### src/rtl/remote_comm.sv
// Host-side UART command source: sends a 16-bit command as two 8N1 bytes (high byte first)
// and independently receives single-byte responses.
module remote_comm #(
  parameter int BAUD_DIV = 2604
) (
  input  logic        clk,
  input  logic        rst_n,
  input  logic        RX,
  output logic        TX,
  input  logic [15:0] cmd,
  input  logic        snd_cmd,
  output logic        cmd_snt,
  output logic        resp_rdy,
  output logic [7:0]  resp
);

  localparam logic [11:0] BAUD_LAST = 12'(BAUD_DIV - 1);
  localparam logic [11:0] BAUD_HALF = 12'(BAUD_DIV / 2);

  typedef enum logic [1:0] {TX_IDLE, TX_HIGH, TX_LOW} tx_state_t;
  typedef enum logic {RX_IDLE, RX_RECV} rx_state_t;

  tx_state_t   tx_state, tx_next;
  logic [15:0] cmd_lat;
  logic [9:0]  tx_shift;
  logic [3:0]  tx_bits;
  logic [11:0] tx_baud;
  logic        tx_tick, tx_frame_done, load_high, load_low, set_snt;

  assign tx_tick       = (tx_baud == 12'd0);
  assign tx_frame_done = (tx_state != TX_IDLE) && tx_tick && (tx_bits == 4'd9);
  // Shift register idles at all ones, so its LSB is a glitch-free line driver.
  assign TX            = tx_shift[0];

  always_ff @(posedge clk or negedge rst_n) begin
    if (!rst_n) tx_state <= TX_IDLE;
    else        tx_state <= tx_next;
  end

  always_comb begin
    tx_next   = tx_state;
    load_high = 1'b0;
    load_low  = 1'b0;
    set_snt   = 1'b0;
    case (tx_state)
      TX_IDLE: if (snd_cmd) begin
        load_high = 1'b1;
        tx_next   = TX_HIGH;
      end
      TX_HIGH: if (tx_frame_done) begin
        load_low = 1'b1;
        tx_next  = TX_LOW;
      end
      TX_LOW: if (tx_frame_done) begin
        set_snt = 1'b1;
        tx_next = TX_IDLE;
      end
      default: tx_next = TX_IDLE;
    endcase
  end

  always_ff @(posedge clk or negedge rst_n) begin
    if (!rst_n) begin
      tx_shift <= '1;
      tx_bits  <= 4'd0;
      tx_baud  <= 12'd0;
      cmd_lat  <= 16'd0;
      cmd_snt  <= 1'b0;
    end else begin
      if (load_high) begin
        cmd_lat  <= cmd;
        cmd_snt  <= 1'b0;
        tx_shift <= {1'b1, cmd[15:8], 1'b0};
        tx_bits  <= 4'd0;
        tx_baud  <= BAUD_LAST;
      end else if (load_low) begin
        // Low frame starts on the same edge the high stop bit ends: no idle gap.
        tx_shift <= {1'b1, cmd_lat[7:0], 1'b0};
        tx_bits  <= 4'd0;
        tx_baud  <= BAUD_LAST;
      end else if (tx_state != TX_IDLE) begin
        if (tx_tick) begin
          tx_shift <= {1'b1, tx_shift[9:1]};
          tx_bits  <= tx_bits + 4'd1;
          tx_baud  <= BAUD_LAST;
        end else begin
          tx_baud  <= tx_baud - 12'd1;
        end
      end
      if (set_snt) cmd_snt <= 1'b1;
    end
  end

  rx_state_t   rx_state, rx_next;
  logic        rx_meta, rx_sync, rx_prev;
  logic [7:0]  rx_shift;
  logic [3:0]  rx_bits;
  logic [11:0] rx_baud;
  logic        rx_fall, rx_tick, rx_start, rx_frame_done;

  assign rx_fall       = rx_prev & ~rx_sync;
  assign rx_tick       = (rx_baud == 12'd0);
  assign rx_frame_done = (rx_state == RX_RECV) && rx_tick && (rx_bits == 4'd9);

  always_ff @(posedge clk or negedge rst_n) begin
    if (!rst_n) rx_state <= RX_IDLE;
    else        rx_state <= rx_next;
  end

  always_comb begin
    rx_next  = rx_state;
    rx_start = 1'b0;
    case (rx_state)
      RX_IDLE: if (rx_fall) begin
        rx_start = 1'b1;
        rx_next  = RX_RECV;
      end
      RX_RECV: if (rx_frame_done) rx_next = RX_IDLE;
      default: rx_next = RX_IDLE;
    endcase
  end

  always_ff @(posedge clk or negedge rst_n) begin
    if (!rst_n) begin
      rx_meta  <= 1'b1;
      rx_sync  <= 1'b1;
      rx_prev  <= 1'b1;
      rx_shift <= 8'd0;
      rx_bits  <= 4'd0;
      rx_baud  <= 12'd0;
      resp     <= 8'd0;
      resp_rdy <= 1'b0;
    end else begin
      rx_meta <= RX;
      rx_sync <= rx_meta;
      rx_prev <= rx_sync;
      if (rx_start) begin
        // Half-bit preload puts every later sample near mid-bit.
        resp_rdy <= 1'b0;
        rx_bits  <= 4'd0;
        rx_baud  <= BAUD_HALF;
      end else if (rx_state == RX_RECV) begin
        if (rx_tick) begin
          // Sample 0 is the start bit and sample 9 the stop bit; neither is checked.
          if (rx_bits != 4'd0 && rx_bits != 4'd9) rx_shift <= {rx_sync, rx_shift[7:1]};
          rx_bits <= rx_bits + 4'd1;
          rx_baud <= BAUD_LAST;
          if (rx_bits == 4'd9) begin
            resp     <= rx_shift;
            resp_rdy <= 1'b1;
          end
        end else begin
          rx_baud <= rx_baud - 12'd1;
        end
      end
    end
  end

endmodule

### config.mk
export PLATFORM = sky130hd
export DESIGN_NAME = remote_comm
export DESIGN_NICKNAME = d
export VERILOG_FILES = /design/src/rtl/remote_comm.sv
export SDC_FILE = /design/constraint.sdc
export NUM_CORES = 1
export LEC_CHECK = 0
export CAP_MARGIN = 20
export CORE_MARGIN = 8
export CORE_UTILIZATION = 52
export DETAILED_ROUTE_END_ITERATION = 12
export HOLD_SLACK_MARGIN = 0.1
export PLACE_DENSITY = 0.8
export SYNTH_ARGS = -nofsm -noshare
export SYNTH_HDL_FRONTEND = slang
export SYNTH_SLANG_ARGS = --single-unit
### constraint.sdc
create_clock -name clk -period 2.28 [get_ports clk]
set_input_delay 0.228 -clock clk [delete_from_list [all_inputs] [get_ports clk]]
set_output_delay 0.228 -clock clk [all_outputs]
set_load 0.1 [all_outputs]
==> flow_metrics.env <==
export IMPL_cts_setup_buffers=0
export IMPL_fin_cells=478
export IMPL_die_area_mm2=0.009824
export IMPL_die_w_um=99.12
export IMPL_grt_max_degree=32
export IMPL_synth_area_leaders="dfrtp_1, dfstp_2, mux2_2"
export IMPL_cp_start_kind="register"
export IMPL_antenna_left=0
export IMPL_status="complete, no violations"
export IMPL_synthCells=351
export IMPL_first_global_vias=2921
export IMPL_ff2ff_path_depth=4
export IMPL_ys_ff_latch=73
export IMPL_crit_required_ps=2560
export IMPL_hp_class="in2reg"
export IMPL_gp_congestion=0.8907
export IMPL_fmax_mhz=454.7
export IMPL_period_minus_slack_ps=2199
export IMPL_drtIter0Drc=193
export IMPL_drive_gt1_frac=0.2111
export IMPL_cp_end_kind="register"
export IMPL_syn2layout_area_growth_pct=18.88
export IMPL_cts_root_buf="clkbuf_8"
export IMPL_ys_flop_type="dfrtp_1"
export IMPL_synth_most_common_cell="dfrtp_1"
export IMPL_pin_count=31
export IMPL_worstSkewPairLatency_ps=360
export IMPL_cts_tree="built"
export IMPL_yosys_area_top_type="dfrtp_1"
export IMPL_synth_edf_count=0
export IMPL_vias=2867
export IMPL_cap_viol_max_count=0
export IMPL_rows=30
export IMPL_die_h_um=99.12
export IMPL_cts_max_level=3
export IMPL_async_reset_ff_frac=1.000
export IMPL_initial_core_util=0.5317
export IMPL_synth_common_cells="dfrtp_1, nand2_1, nor2_1"
export IMPL_antenna_found_initial=0
export IMPL_wl_um=7708
export IMPL_syn_num_nets=380
export IMPL_finalHoldViolations=0
export IMPL_max_slew_margin=0.5052
export IMPL_irDropWorstVdd_uv=585.5
export IMPL_fin_crit_sh=0.9646
export IMPL_crit_type="reg2reg"
export IMPL_arrival_ps=2480
export IMPL_drc=0
export IMPL_dpl_cell_count=461
export IMPL_reg2reg_setup_slack_ps=80
export IMPL_via_per_inst=5.998
export IMPL_skew_ps=18.46
export IMPL_yosys_warnings=0
export IMPL_tns_ps=0
export IMPL_setup_viol=0
export IMPL_diodes=0
export IMPL_p_leak_nw=1.880
export IMPL_core_area_mm2=0.006756
export IMPL_synth_top_area_share=0.4249
export IMPL_avgSynthCellArea_um2=10.23
export IMPL_worst_pin_slew_ps=742.2
export IMPL_synth_area_mm2=0.003592
export IMPL_wl_per_cell_um=16.13
export IMPL_synth_cell_types=54
export IMPL_final_nets=422
export IMPL_drv_slew=0
export IMPL_drt_pass1_iterations=4
export IMPL_rsz0062_at_grt="no"
export IMPL_grt_ovfl_total=0
export IMPL_whs_path_depth=1
export IMPL_power_density_mw_per_mm2=987.5
export IMPL_cp_max_fo=5
export IMPL_clk_pin_slew_worst_paths_ps=80
export IMPL_clock_sinks=73
export IMPL_grt_pass1_wl_um=13430
export IMPL_numCtsBuffers=9
export IMPL_hpwlAfterDp_um=5410
export IMPL_clockBufferDepth=2
export IMPL_yosysSeqAreaShare=0.5127
export IMPL_io_buffers=30
export IMPL_track_usage=0.1665
[stage by stage]
step	setup WS [ps]	hold WS [ps]	area, um2	power, mW	utilization
4_1_cts	56.69	292.6	4263	4.229	0.6309
3_5_place_dp	98.32	328.2	4058	3.204	0.6006
2_1_floorplan	141.5	-67.59	3592	2.823	-
5_1_grt	12.78	300.8	4270	4.472	0.6320
6_report	80.82	301.3	4270	4.217	0.6320
3_3_place_gp	163.9	331.3	4058	3.144	0.6006
[placed cells by master (no fill, tap or decap), types with 3 or more instances in the layout]
cell type         n
o21ai_0          11
dfrtp_1          61
or4_1             6
o211ai_1          3
nor2_1           17
dfstp_2          12
inv_1            13
buf_12            3
ha_1              9
mux2_2           16
buf_4            25
a21oi_1           7
o221a_2           3
nand3b_1          3
a31oi_1           3
mux2i_1           5
xnor2_1           7
nand2_1          47
nor4_1           16
o22a_1            3
clkdlybuf4s50_1  18
o311ai_0          3
nand4_1           3
xor2_1            3
clkbuf_8          9
o31ai_1           5
or3_1             9
nor3_1           16
nand3_1          15
[power breakdown]
group / internal [mW] / switching [mW]
clock: 0.509 / 0.502
combinational: 0.536 / 0.600
sequential: 1.70 / 0.371
total: 2.74 / 1.47
[metal layers]
metal  vias up  GRT usage  share of wire
met2        75     0.2552           0.47
met1      1411     0.2209           0.46
met4         0    0.06868          0.015
li1       1369          -              -
met5         -          0              0
met3        12    0.03980          0.051
[sequential cells by signal (all words and copies together), names as in the netlist, 2 cells and up]
register  flops
rx_baud      12
rx_bits       4
rx_shift      8
cmd_lat       8
resp          8
tx_bits       4
tx_shift      9
tx_state      2
tx_baud      12
[kinds of logic after synthesis]
group	Yosys count	synth area share
AO/OA/AOI/OAI	60	0.1223
XOR/XNOR	10	0.02438
adder cells (fa/ha/maj)	9	0.03135
buffers and inverters	30	0.03239
flip-flops	73	0.5127
multiplexers	21	0.06409
AND/OR/NAND/NOR	148	0.2128
[critical path, cell delays in order, from the launching register on]
cell and delay, ps:
dfrtp_1 410, or4_1 610, or3_1 440, or4_1 510
o2111a_1 150
[area by class of cell]
type                    count  area (um2)
clock inverters             6       67.56
fillers                   530        2486
well taps                  80       100.1
repair buffers             48       442.9
clock buffers              10       127.6
multi-input cells         248        1642
inverters                  13       48.80
flip-flops and latches     73        1842
[path summary, 6_finish.rpt]
path | to | start
max | tx_shift[5] | tx_baud[8]
max reg2reg | tx_shift[5] | tx_baud[8]
min in group asynchronous | tx_baud[10] | rst_n
min | rx_meta | RX
max in group asynchronous | rx_prev | rst_n
min reg2reg | rx_sync | rx_meta
[what timing repair did]
action / 4_1_cts / 5_1_grt
hold endpoints to repair: 22 / 0
setup endpoints to repair: 0 / 15
resized for setup: 0 / 2
hold buffers: 1 / 0
Note: power is estimated with default switching activity, not from simulation.
